### config.mk
export PLATFORM = sky130hd
export DESIGN_NAME = mode_pntr_logic_flat
export DESIGN_NICKNAME = d
export VERILOG_FILES = /design/src/rtl/mode_pntr_logic_pkg.sv /design/src/rtl/mode_pntr_logic_if.sv /design/src/rtl/mode_pntr_logic_flags.sv /design/src/rtl/mode_pntr_logic.sv /design/src/flat_wrapper.sv
export SDC_FILE = /design/constraint.sdc
export NUM_CORES = 1
export LEC_CHECK = 0
export CAP_MARGIN = 30
export CORE_ASPECT_RATIO = 0.9
export CORE_UTILIZATION = 35
export CTS_CLUSTER_DIAMETER = 50
export DETAILED_ROUTE_END_ITERATION = 8
export PLACE_DENSITY_LB_ADDON = 0.25
export SLEW_MARGIN = 20
export SYNTH_ARGS = -nofsm -noshare
export SYNTH_HDL_FRONTEND = slang
export SYNTH_SLANG_ARGS = --single-unit
export TNS_END_PERCENT = 50
### constraint.sdc
create_clock -name clk_i -period 5 [get_ports clk_i]
set_clock_uncertainty 0.2 [all_clocks]
set_input_delay 1 -clock clk_i [delete_from_list [all_inputs] [get_ports clk_i]]
set_output_delay 1 -clock clk_i [all_outputs]
set_load 0.02 [all_outputs]
### src/rtl/mode_pntr_logic_pkg.sv
// rtl/mode_pntr_logic_pkg.sv - shared mode enum and default geometry for the FIFO/LIFO pointer block
package pntr_pkg;

  typedef enum logic {
    MODE_FIFO = 1'b0,
    MODE_LIFO = 1'b1
  } mode_e;

  localparam int DEF_AWIDTH       = 4;
  localparam int DEF_ALMOST_FULL  = 12;
  localparam int DEF_ALMOST_EMPTY = 2;

endpackage

### src/rtl/mode_pntr_logic_if.sv
// rtl/mode_pntr_logic_if.sv - request/strobe/status bundle between a client and the pointer block
import pntr_pkg::*;

interface mode_pntr_logic_if #(
  parameter int AWIDTH = DEF_AWIDTH
);
  logic              mode_i;
  logic              flush_i;
  logic              wrreq_i;
  logic              rdreq_i;
  logic              err_clr_i;
  logic              wren_o;
  logic              rden_o;
  logic [AWIDTH-1:0] wrpntr_o;
  logic [AWIDTH-1:0] rdpntr_o;
  logic              empty_o;
  logic              full_o;
  logic              almost_empty_o;
  logic              almost_full_o;
  logic [AWIDTH:0]   usedw_o;
  logic              mode_o;
  logic              ovf_o;
  logic              udf_o;

  modport master (
    output mode_i, flush_i, wrreq_i, rdreq_i, err_clr_i,
    input  wren_o, rden_o, wrpntr_o, rdpntr_o, empty_o, full_o,
           almost_empty_o, almost_full_o, usedw_o, mode_o, ovf_o, udf_o
  );

  modport slave (
    input  mode_i, flush_i, wrreq_i, rdreq_i, err_clr_i,
    output wren_o, rden_o, wrpntr_o, rdpntr_o, empty_o, full_o,
           almost_empty_o, almost_full_o, usedw_o, mode_o, ovf_o, udf_o
  );

endinterface

### src/rtl/mode_pntr_logic_flags.sv
// rtl/mode_pntr_logic_flags.sv - word counter and registered status flags
// Flags are computed from the next-state count so they move in lockstep with usedw.
import pntr_pkg::*;

module pntr_flags #(
  parameter int AWIDTH       = DEF_AWIDTH,
  parameter int ALMOST_FULL  = DEF_ALMOST_FULL,
  parameter int ALMOST_EMPTY = DEF_ALMOST_EMPTY
) (
  input  logic            clk_i,
  input  logic            srst_i,
  input  logic            wren_i,
  input  logic            rden_i,
  input  logic            flush_i,
  output logic [AWIDTH:0] usedw_o,
  output logic            empty_o,
  output logic            full_o,
  output logic            almost_empty_o,
  output logic            almost_full_o
);

  localparam logic [AWIDTH:0] ONE     = 1;
  localparam logic [AWIDTH:0] DEPTH_W = {1'b1, {AWIDTH{1'b0}}};
  localparam logic [AWIDTH:0] AF_W    = (AWIDTH+1)'(ALMOST_FULL);
  localparam logic [AWIDTH:0] AE_W    = (AWIDTH+1)'(ALMOST_EMPTY);

  logic [AWIDTH:0] usedw_q;
  logic [AWIDTH:0] usedw_d;

  always_comb begin
    usedw_d = usedw_q;
    if (flush_i) begin
      usedw_d = '0;
    end else if (wren_i && !rden_i) begin
      usedw_d = usedw_q + ONE;
    end else if (rden_i && !wren_i) begin
      usedw_d = usedw_q - ONE;
    end
  end

  always_ff @(posedge clk_i) begin
    if (srst_i) begin
      usedw_q        <= '0;
      empty_o        <= 1'b1;
      full_o         <= 1'b0;
      almost_empty_o <= 1'b1;
      almost_full_o  <= 1'b0;
    end else begin
      usedw_q        <= usedw_d;
      empty_o        <= (usedw_d == '0);
      full_o         <= (usedw_d == DEPTH_W);
      almost_empty_o <= (usedw_d <= AE_W);
      almost_full_o  <= (usedw_d >= AF_W);
    end
  end

  assign usedw_o = usedw_q;

endmodule

### src/rtl/mode_pntr_logic.sv
// rtl/mode_pntr_logic.sv - FIFO/LIFO address generator for a single-port-pair RAM
// Mode may only change while the buffer is empty, so FIFO head/tail and LIFO top never alias live data.
import pntr_pkg::*;

module mode_pntr_logic #(
  parameter int AWIDTH       = DEF_AWIDTH,
  parameter int ALMOST_FULL  = DEF_ALMOST_FULL,
  parameter int ALMOST_EMPTY = DEF_ALMOST_EMPTY
) (
  input  logic               clk_i,
  input  logic               srst_i,
  mode_pntr_logic_if.slave   bus
);

  localparam logic [AWIDTH-1:0] ONE = 1;

  logic [AWIDTH-1:0] head_q, head_d;
  logic [AWIDTH-1:0] tail_q, tail_d;
  logic [AWIDTH-1:0] top_q, top_d;
  logic [AWIDTH-1:0] top_m1;
  mode_e             mode_q, mode_d;
  logic              ovf_q, ovf_d;
  logic              udf_q, udf_d;
  logic              empty, full;
  logic              wren, rden;
  logic [AWIDTH-1:0] wrpntr, rdpntr;

  assign rden   = bus.rdreq_i & ~empty & ~bus.flush_i;
  assign wren   = bus.wrreq_i & ~bus.flush_i & (~full | rden);
  assign top_m1 = top_q - ONE;

  // Replace in LIFO mode targets the current top entry for both ports.
  always_comb begin
    wrpntr = tail_q;
    rdpntr = head_q;
    if (mode_q == MODE_LIFO) begin
      wrpntr = (wren && rden) ? top_m1 : top_q;
      rdpntr = top_m1;
    end
  end

  always_comb begin
    head_d = head_q;
    tail_d = tail_q;
    top_d  = top_q;
    if (bus.flush_i) begin
      head_d = '0;
      tail_d = '0;
      top_d  = '0;
    end else if (mode_q == MODE_FIFO) begin
      if (wren) tail_d = tail_q + ONE;
      if (rden) head_d = head_q + ONE;
    end else begin
      if (wren && !rden) top_d = top_q + ONE;
      else if (rden && !wren) top_d = top_m1;
    end
  end

  always_comb begin
    mode_d = mode_q;
    if (bus.flush_i || (empty && !wren)) begin
      mode_d = mode_e'(bus.mode_i);
    end
  end

  // Error flags hold across a flush; setting beats clearing.
  always_comb begin
    ovf_d = ovf_q;
    udf_d = udf_q;
    if (!bus.flush_i) begin
      if (bus.wrreq_i && !wren) ovf_d = 1'b1;
      else if (bus.err_clr_i)   ovf_d = 1'b0;
      if (bus.rdreq_i && !rden) udf_d = 1'b1;
      else if (bus.err_clr_i)   udf_d = 1'b0;
    end
  end

  always_ff @(posedge clk_i) begin
    if (srst_i) begin
      head_q <= '0;
      tail_q <= '0;
      top_q  <= '0;
      mode_q <= MODE_FIFO;
      ovf_q  <= 1'b0;
      udf_q  <= 1'b0;
    end else begin
      head_q <= head_d;
      tail_q <= tail_d;
      top_q  <= top_d;
      mode_q <= mode_d;
      ovf_q  <= ovf_d;
      udf_q  <= udf_d;
    end
  end

  pntr_flags #(
    .AWIDTH       (AWIDTH),
    .ALMOST_FULL  (ALMOST_FULL),
    .ALMOST_EMPTY (ALMOST_EMPTY)
  ) u_flags (
    .clk_i          (clk_i),
    .srst_i         (srst_i),
    .wren_i         (wren),
    .rden_i         (rden),
    .flush_i        (bus.flush_i),
    .usedw_o        (bus.usedw_o),
    .empty_o        (empty),
    .full_o         (full),
    .almost_empty_o (bus.almost_empty_o),
    .almost_full_o  (bus.almost_full_o)
  );

  assign bus.wren_o   = wren;
  assign bus.rden_o   = rden;
  assign bus.wrpntr_o = wrpntr;
  assign bus.rdpntr_o = rdpntr;
  assign bus.empty_o  = empty;
  assign bus.full_o   = full;
  assign bus.mode_o   = mode_q;
  assign bus.ovf_o    = ovf_q;
  assign bus.udf_o    = udf_q;

endmodule

### src/flat_wrapper.sv
// flat-port wrapper written by rule: the top's interface ports become plain ports
module mode_pntr_logic_flat 
#(
  parameter int AWIDTH       = DEF_AWIDTH,
  parameter int ALMOST_FULL  = DEF_ALMOST_FULL,
  parameter int ALMOST_EMPTY = DEF_ALMOST_EMPTY
)
  (clk_i, srst_i, bus_mode_i, bus_flush_i, bus_wrreq_i, bus_rdreq_i, bus_err_clr_i, bus_wren_o, bus_rden_o, bus_wrpntr_o, bus_rdpntr_o, bus_empty_o, bus_full_o, bus_almost_empty_o, bus_almost_full_o, bus_usedw_o, bus_mode_o, bus_ovf_o, bus_udf_o);
  mode_pntr_logic_if #(.AWIDTH(AWIDTH)) bus_i ();
  input  logic clk_i;
  input  logic srst_i;
  input wire logic [$bits(bus_i.mode_i)-1:0] bus_mode_i;
  input wire logic [$bits(bus_i.flush_i)-1:0] bus_flush_i;
  input wire logic [$bits(bus_i.wrreq_i)-1:0] bus_wrreq_i;
  input wire logic [$bits(bus_i.rdreq_i)-1:0] bus_rdreq_i;
  input wire logic [$bits(bus_i.err_clr_i)-1:0] bus_err_clr_i;
  output wire logic [$bits(bus_i.wren_o)-1:0] bus_wren_o;
  output wire logic [$bits(bus_i.rden_o)-1:0] bus_rden_o;
  output wire logic [$bits(bus_i.wrpntr_o)-1:0] bus_wrpntr_o;
  output wire logic [$bits(bus_i.rdpntr_o)-1:0] bus_rdpntr_o;
  output wire logic [$bits(bus_i.empty_o)-1:0] bus_empty_o;
  output wire logic [$bits(bus_i.full_o)-1:0] bus_full_o;
  output wire logic [$bits(bus_i.almost_empty_o)-1:0] bus_almost_empty_o;
  output wire logic [$bits(bus_i.almost_full_o)-1:0] bus_almost_full_o;
  output wire logic [$bits(bus_i.usedw_o)-1:0] bus_usedw_o;
  output wire logic [$bits(bus_i.mode_o)-1:0] bus_mode_o;
  output wire logic [$bits(bus_i.ovf_o)-1:0] bus_ovf_o;
  output wire logic [$bits(bus_i.udf_o)-1:0] bus_udf_o;
  assign bus_i.mode_i = bus_mode_i;
  assign bus_i.flush_i = bus_flush_i;
  assign bus_i.wrreq_i = bus_wrreq_i;
  assign bus_i.rdreq_i = bus_rdreq_i;
  assign bus_i.err_clr_i = bus_err_clr_i;
  assign bus_wren_o = bus_i.wren_o;
  assign bus_rden_o = bus_i.rden_o;
  assign bus_wrpntr_o = bus_i.wrpntr_o;
  assign bus_rdpntr_o = bus_i.rdpntr_o;
  assign bus_empty_o = bus_i.empty_o;
  assign bus_full_o = bus_i.full_o;
  assign bus_almost_empty_o = bus_i.almost_empty_o;
  assign bus_almost_full_o = bus_i.almost_full_o;
  assign bus_usedw_o = bus_i.usedw_o;
  assign bus_mode_o = bus_i.mode_o;
  assign bus_ovf_o = bus_i.ovf_o;
  assign bus_udf_o = bus_i.udf_o;
  mode_pntr_logic #(.AWIDTH(AWIDTH), .ALMOST_FULL(ALMOST_FULL), .ALMOST_EMPTY(ALMOST_EMPTY)) u_core (.clk_i(clk_i), .srst_i(srst_i), .bus(bus_i));
endmodule
Word-level counts from Yosys, hierarchy flattened

Index checks and enable logic that the tools add are counted.

Output and inout bits: 22
Register bits after elaboration: 24

Order comparisons: 2
Equal/unequal tests: 1
Bitwise logic cells: 9
Reductions and logical operators: 19
Multiplexer cells: 11
Add/sub/neg operators: 6

Operator list:

| kind                                                              | number |
|---|---|
| 2-to-1 mux 4 bit                                                  | 5 |
| 2-to-1 mux 5 bit                                                  | 3 |
| adder 4 x 1 -> 4 bit, second input constant                       | 3 |
| AND reduction 2 bit                                               | 5 |
| logical AND 1 bit                                                 | 6 |
| nonzero test 2 bit                                                | 3 |
| adder 5 x 1 -> 5 bit, second input constant                       | 1 |
| equality test 5 bit, second input constant                        | 1 |
| greater-or-equal comparator 5 x 4 -> 1 bit, second input constant | 1 |
| <= comparator 5 x 2 -> 1 bit, second input constant               | 1 |
| zero test 5 bit                                                   | 1 |
| subtractor 5 x 1 -> 5 bit, second input constant                  | 1 |
| AND 1 bit                                                         | 4 |
| NOT 1 bit                                                         | 4 |
| subtractor 4 x 1 -> 4 bit, second input constant                  | 1 |
| 2-to-1 mux 1 bit                                                  | 3 |
| zero test 1 bit                                                   | 2 |
| OR reduction 2 bit                                                | 1 |
| logical OR 1 bit                                                  | 1 |
| bitwise OR 1 bit                                                  | 1 |

Logic depth before layout (Yosys ltp)

Word-level depth: 11
Mapped depth: 9

Cells and area by module

From an unflattened synthesis, not the netlist that was laid out.

Cells, all modules: 179
Area, all modules: 1,465.2 µm²

Modules (own cells, without submodules):

| module          | instances | area an instance (µm²) | cells each | seq. area each (µm²) |
|---|---|---|---|---|
| mode_pntr_logic | 1         | 939.7                  | 113        | 300.3 |
| pntr_flags      | 1         | 525.5                  | 66         | 180.2 |

Worst setup path after synthesis

OpenSTA, ideal clock, no wires.

Path type: input to output
Start point: in bus_flush_i
End point: out bus_wrpntr_o[2]
Buffers on the path: 0
Stages on the path: 7
Path slack: 1,393 ps
Arrival: 2,407 ps
Cell sequence: nand2b_4 -> a21o_1 -> inv_1 -> ha_1 -> nand2_1 -> xor2_1 -> a21oi_1

Cells in the longest elaborated chain, start to end: 7
Elaborated cells on any way between the ends: 8
Classes of those cells: 2 x mux; 5 x bitwise; 1 x reduce/logical

Ends and longest elaborated chain:

| element              | line                                         | RTL |
|---|---|---|
| start: declaration   | flat_wrapper.sv:13                           | `input wire logic [$bits(bus_i.flush_i)-1:0] bus_flush_i;` |
| NOT 1 bit *          | mode_pntr_logic.sv:28, mode_pntr_logic.sv:29 |  |
| AND 1 bit            | mode_pntr_logic.sv:28                        | `assign rden = bus.rdreq_i & ~empty & ~bus.flush_i;` |
| bitwise OR 1 bit     | mode_pntr_logic.sv:29                        | `assign wren = bus.wrreq_i & ~bus.flush_i & (~full \| rden);` |
| AND 1 bit *          | mode_pntr_logic.sv:29                        |  |
| named net bus_wren_o | flat_wrapper.sv:17                           | `output wire logic [$bits(bus_i.wren_o)-1:0] bus_wren_o;` |
| logical AND 1 bit *  | mode_pntr_logic.sv:37                        | `wrpntr = (wren && rden) ? top_m1 : top_q;` |
| 2-to-1 mux 4 bit *   | mode_pntr_logic.sv:37                        |  |
| 2-to-1 mux 4 bit *   | mode_pntr_logic.sv:36                        | `if (mode_q == MODE_LIFO) begin` |
| end: declaration     | flat_wrapper.sv:19                           | `output wire logic [$bits(bus_i.wrpntr_o)-1:0] bus_wrpntr_o;` |

Mark *: on every way through the listed nets, which the timed path passes. The rest lies on a longest branch.

Worst setup path after layout

Start point: in bus_flush_i
End point: out bus_wrpntr_o[2]

Cells in the longest elaborated chain, start to end: 7
Elaborated cells on any way between the ends: 8
Classes of those cells: 2 x mux; 5 x bitwise; 1 x reduce/logical

Ends and longest elaborated chain:

| element             | line |
|---|---|
| NOT 1 bit *         | mode_pntr_logic.sv:28, mode_pntr_logic.sv:29 |
| AND 1 bit           | mode_pntr_logic.sv:28 |
| bitwise OR 1 bit    | mode_pntr_logic.sv:29 |
| AND 1 bit           | mode_pntr_logic.sv:29 |
| logical AND 1 bit * | mode_pntr_logic.sv:37 |
| 2-to-1 mux 4 bit *  | mode_pntr_logic.sv:37 |
| 2-to-1 mux 4 bit *  | mode_pntr_logic.sv:36 |

Mark *: on every way between the ends. The rest lies on a longest branch, timed or not.

==> metrics.txt <==
status=finished, final reports clean; max-slew violations=0; crit path max fanout=6; Slew HR=50.9%; Pleak=0.706 nW; post-route ant nets=0; Peak supply drop=0.000104 V; 1st-iter DRT viols=47; RD Place Congestion=0.788; Power Dens Cells=222 mW/mm^2; H-tree lvl count=1; Hold Path Class=flop to flop; I/O pins=29; Die X=70.0 um; Mapped Cells=174; pin count of the biggest net entering global routing=24; core area=0.00386 sq mm; post-synth top area cell=dfxtp_1; clk buf depth=2; crit path kind=primary input to primary output; unrepaired setup endpoints after global routing=false; simple-gate share of the synthesized area=26.6%; hold_buf cts=0; largest family of logic cells by synthesized area=simple AND/OR/NAND/NOR gates; Synth Area per Inst=8.38 sq um; routed vias=1271; commonest cells after routing, fill and taps aside=nor2_1, clkdlybuf4s50_1, dfxtp_1, a21oi_1, ha_1; crit path DAT=3.38 ns; GRT overflow=0; DRC viols=0; final setup vio count=0; final wirelength=3.16 mm; most common cell after layout, fill and taps aside=nor2_1; period utilization=91.6%; vias per cell=5.21; min Tclk post-route=4.58 ns; cts repair resizes=0; Fin. Hold Viols=0; first-pass GRT wire length=5.64 mm; mux cell area share after synthesis=2.15%; CP required=3.80 ns; Seq/Total Area, Yosys=33.0%; Placed Cells=240; post-synthesis xor/xnor area fraction=8.41%; Synth area leaders=dfxtp_1, ha_1, nor2_1, a21oi_1, xnor2_1; Sink Count=24; CTS tree=yes; syn_nets=191; ys flop type=dfxtp_1; fin nets=216; clock slew at reported path FFs=0.08 ns; DRT Pass-1 Iters=4; pre-CTS setup slack=0.430 ns; setup TNS=0 ns; YS warnings=0; DIE AREA=0.00443 sq mm; ys async rst share=0%; WL per Instance=12.9 um; CP Launch Type=primary input; Fmax=0.218 GHz; worst-skew pair later-pin latency=0.26 ns; DP HPWL=2.36 mm; share of cells above drive strength 1=6.57%; Num CTS Buffers=3; vias in the first global route=1274; Yosys cell types=44; crit path capture type=primary output; Rows=21; port bufs=28; post-CTS setup buffer count=0; Worst-Margin Slew=0.736 ns; ANT cells=0; Starting Density=37.7%; MaxCap Viol Count=0; EDFF count, synth=0; Post-Syn Area=0.00146 sq mm; Total GRT Usage=15.5%; Synth Area in Compound Gates=16.1%; initial antenna violation count=0; Yosys top cell area share=33.0%; Layout area overhead=24.0%; Clk Tree Root Cell=clkbuf_8; die height=63.2 um; post-synthesis register bit count=24; Adder-Cell Fraction of Synth Area=8.58%; setup ws final=0.421 ns; fin cells=244
[path summary, 6_finish.rpt]
kind | start | to | slack (ns) | cells after the start
worst max-delay path | bus_flush_i | bus_wrpntr_o[2] | 0.42 | 9
worst min-delay path | u_core.tail_q[3]$_SDFFE_PP0P_ | u_core.tail_q[3]$_SDFFE_PP0P_ | 0.28 | 2
worst max register to register | u_core.u_flags.empty_o$_SDFF_PP1_ | u_core.u_flags.full_o$_SDFF_PP0_ | 2.26 | 8
worst min register to register | u_core.tail_q[3]$_SDFFE_PP0P_ | u_core.tail_q[3]$_SDFFE_PP0P_ | 0.28 | 2
[where the power goes]
part | internal [mW] | leakage, nW | switching, mW
registers | 0.195 | 0.194 | 0.00778
clock network | 0.0702 | 0.0288 | 0.0605
logic | 0.0319 | 0.482 | 0.0359
[cell type report]
type / count / area (sq um)
clock buffers: 4 / 55.1
fillers: 369 / 2050
inverters: 9 / 33.8
multi-input cells: 133 / 901
flip-flops and latches: 24 / 480
well taps: 46 / 57.6
repair buffers: 28 / 280
[metal layers]
| layer | global-route usage [%] | up-vias | routed length (um) |
|---|---|---|---|
| li1 | - | 650 | - |
| met1 | 20.6 | 592 | 1560 |
| met2 | 24.4 | 25 | 1410 |
| met3 | 3.52 | 4 | 144 |
| met4 | 6.00 | 0 | 38 |
| met5 | 0 | - | 0 |
[per-stage QoR]
step / hold WS, ns / utilization [%] / power, mW / cell area [sq um]
global route: 0.314 / 46.8 / 0.421 / 1810
floorplan: 0.252 / - / 0.247 / 1460
finish: 0.285 / 46.8 / 0.401 / 1810
global placement: 0.272 / 45.4 / 0.274 / 1750
detailed placement: 0.274 / 45.4 / 0.275 / 1750
CTS: 0.285 / 46.8 / 0.406 / 1810
[cell families (layout without fill, tap and decap cells)]
| logic type | Yosys count | after routing |
|---|---|---|
| xor+xnor | 14 | 14 |
| flops | 24 | 24 |
| compound gates | 37 | 37 |
| buf+inv | 17 | 41 |
| fa+ha+maj | 10 | 10 |
| mux | 3 | 3 |
| simple gates | 69 | 69 |
[critical path: stages]
cell and delay (ns):
clkdlybuf4s50_1 0.51, nand2b_4 0.20, a21o_1 0.21, inv_1 0.17, ha_1 0.27, nand2_1 0.09, xor2_1 0.15, a21oi_1 0.16
clkdlybuf4s50_1 0.62
[state kept, by name (all words and copies together), names as in the netlist]
signal / flops
u_core.u_flags.usedw_o: 5
u_core.head_q: 4
u_core.tail_q: 4
u_core.top_q: 4
u_core.bus.mode_o: 1
u_core.bus.ovf_o: 1
u_core.bus.udf_o: 1
u_core.u_flags.almost_empty_o: 1
u_core.u_flags.almost_full_o: 1
u_core.u_flags.empty_o: 1
u_core.u_flags.full_o: 1
[cells in the mapped netlist (2+ instances only)]
cell and n:
nor3_1 2, o31ai_1 4, xor2_1 5, nand2b_4 2
nand2_1 7, nor2_1 30, clkbuf_1 4, a22oi_1 2
o21ai_0 4, xnor2_1 9, and2_1 2, mux2i_1 2
nand4_1 3, nand2b_1 2, nor4b_2 2, dfxtp_1 24
a21oi_1 18, or4_1 2, ha_1 10, nor2b_1 3
nand3b_1 2, or3_1 2, inv_1 9, nand3_1 2
and3_1 3
(Power assumes the default switching activity.)
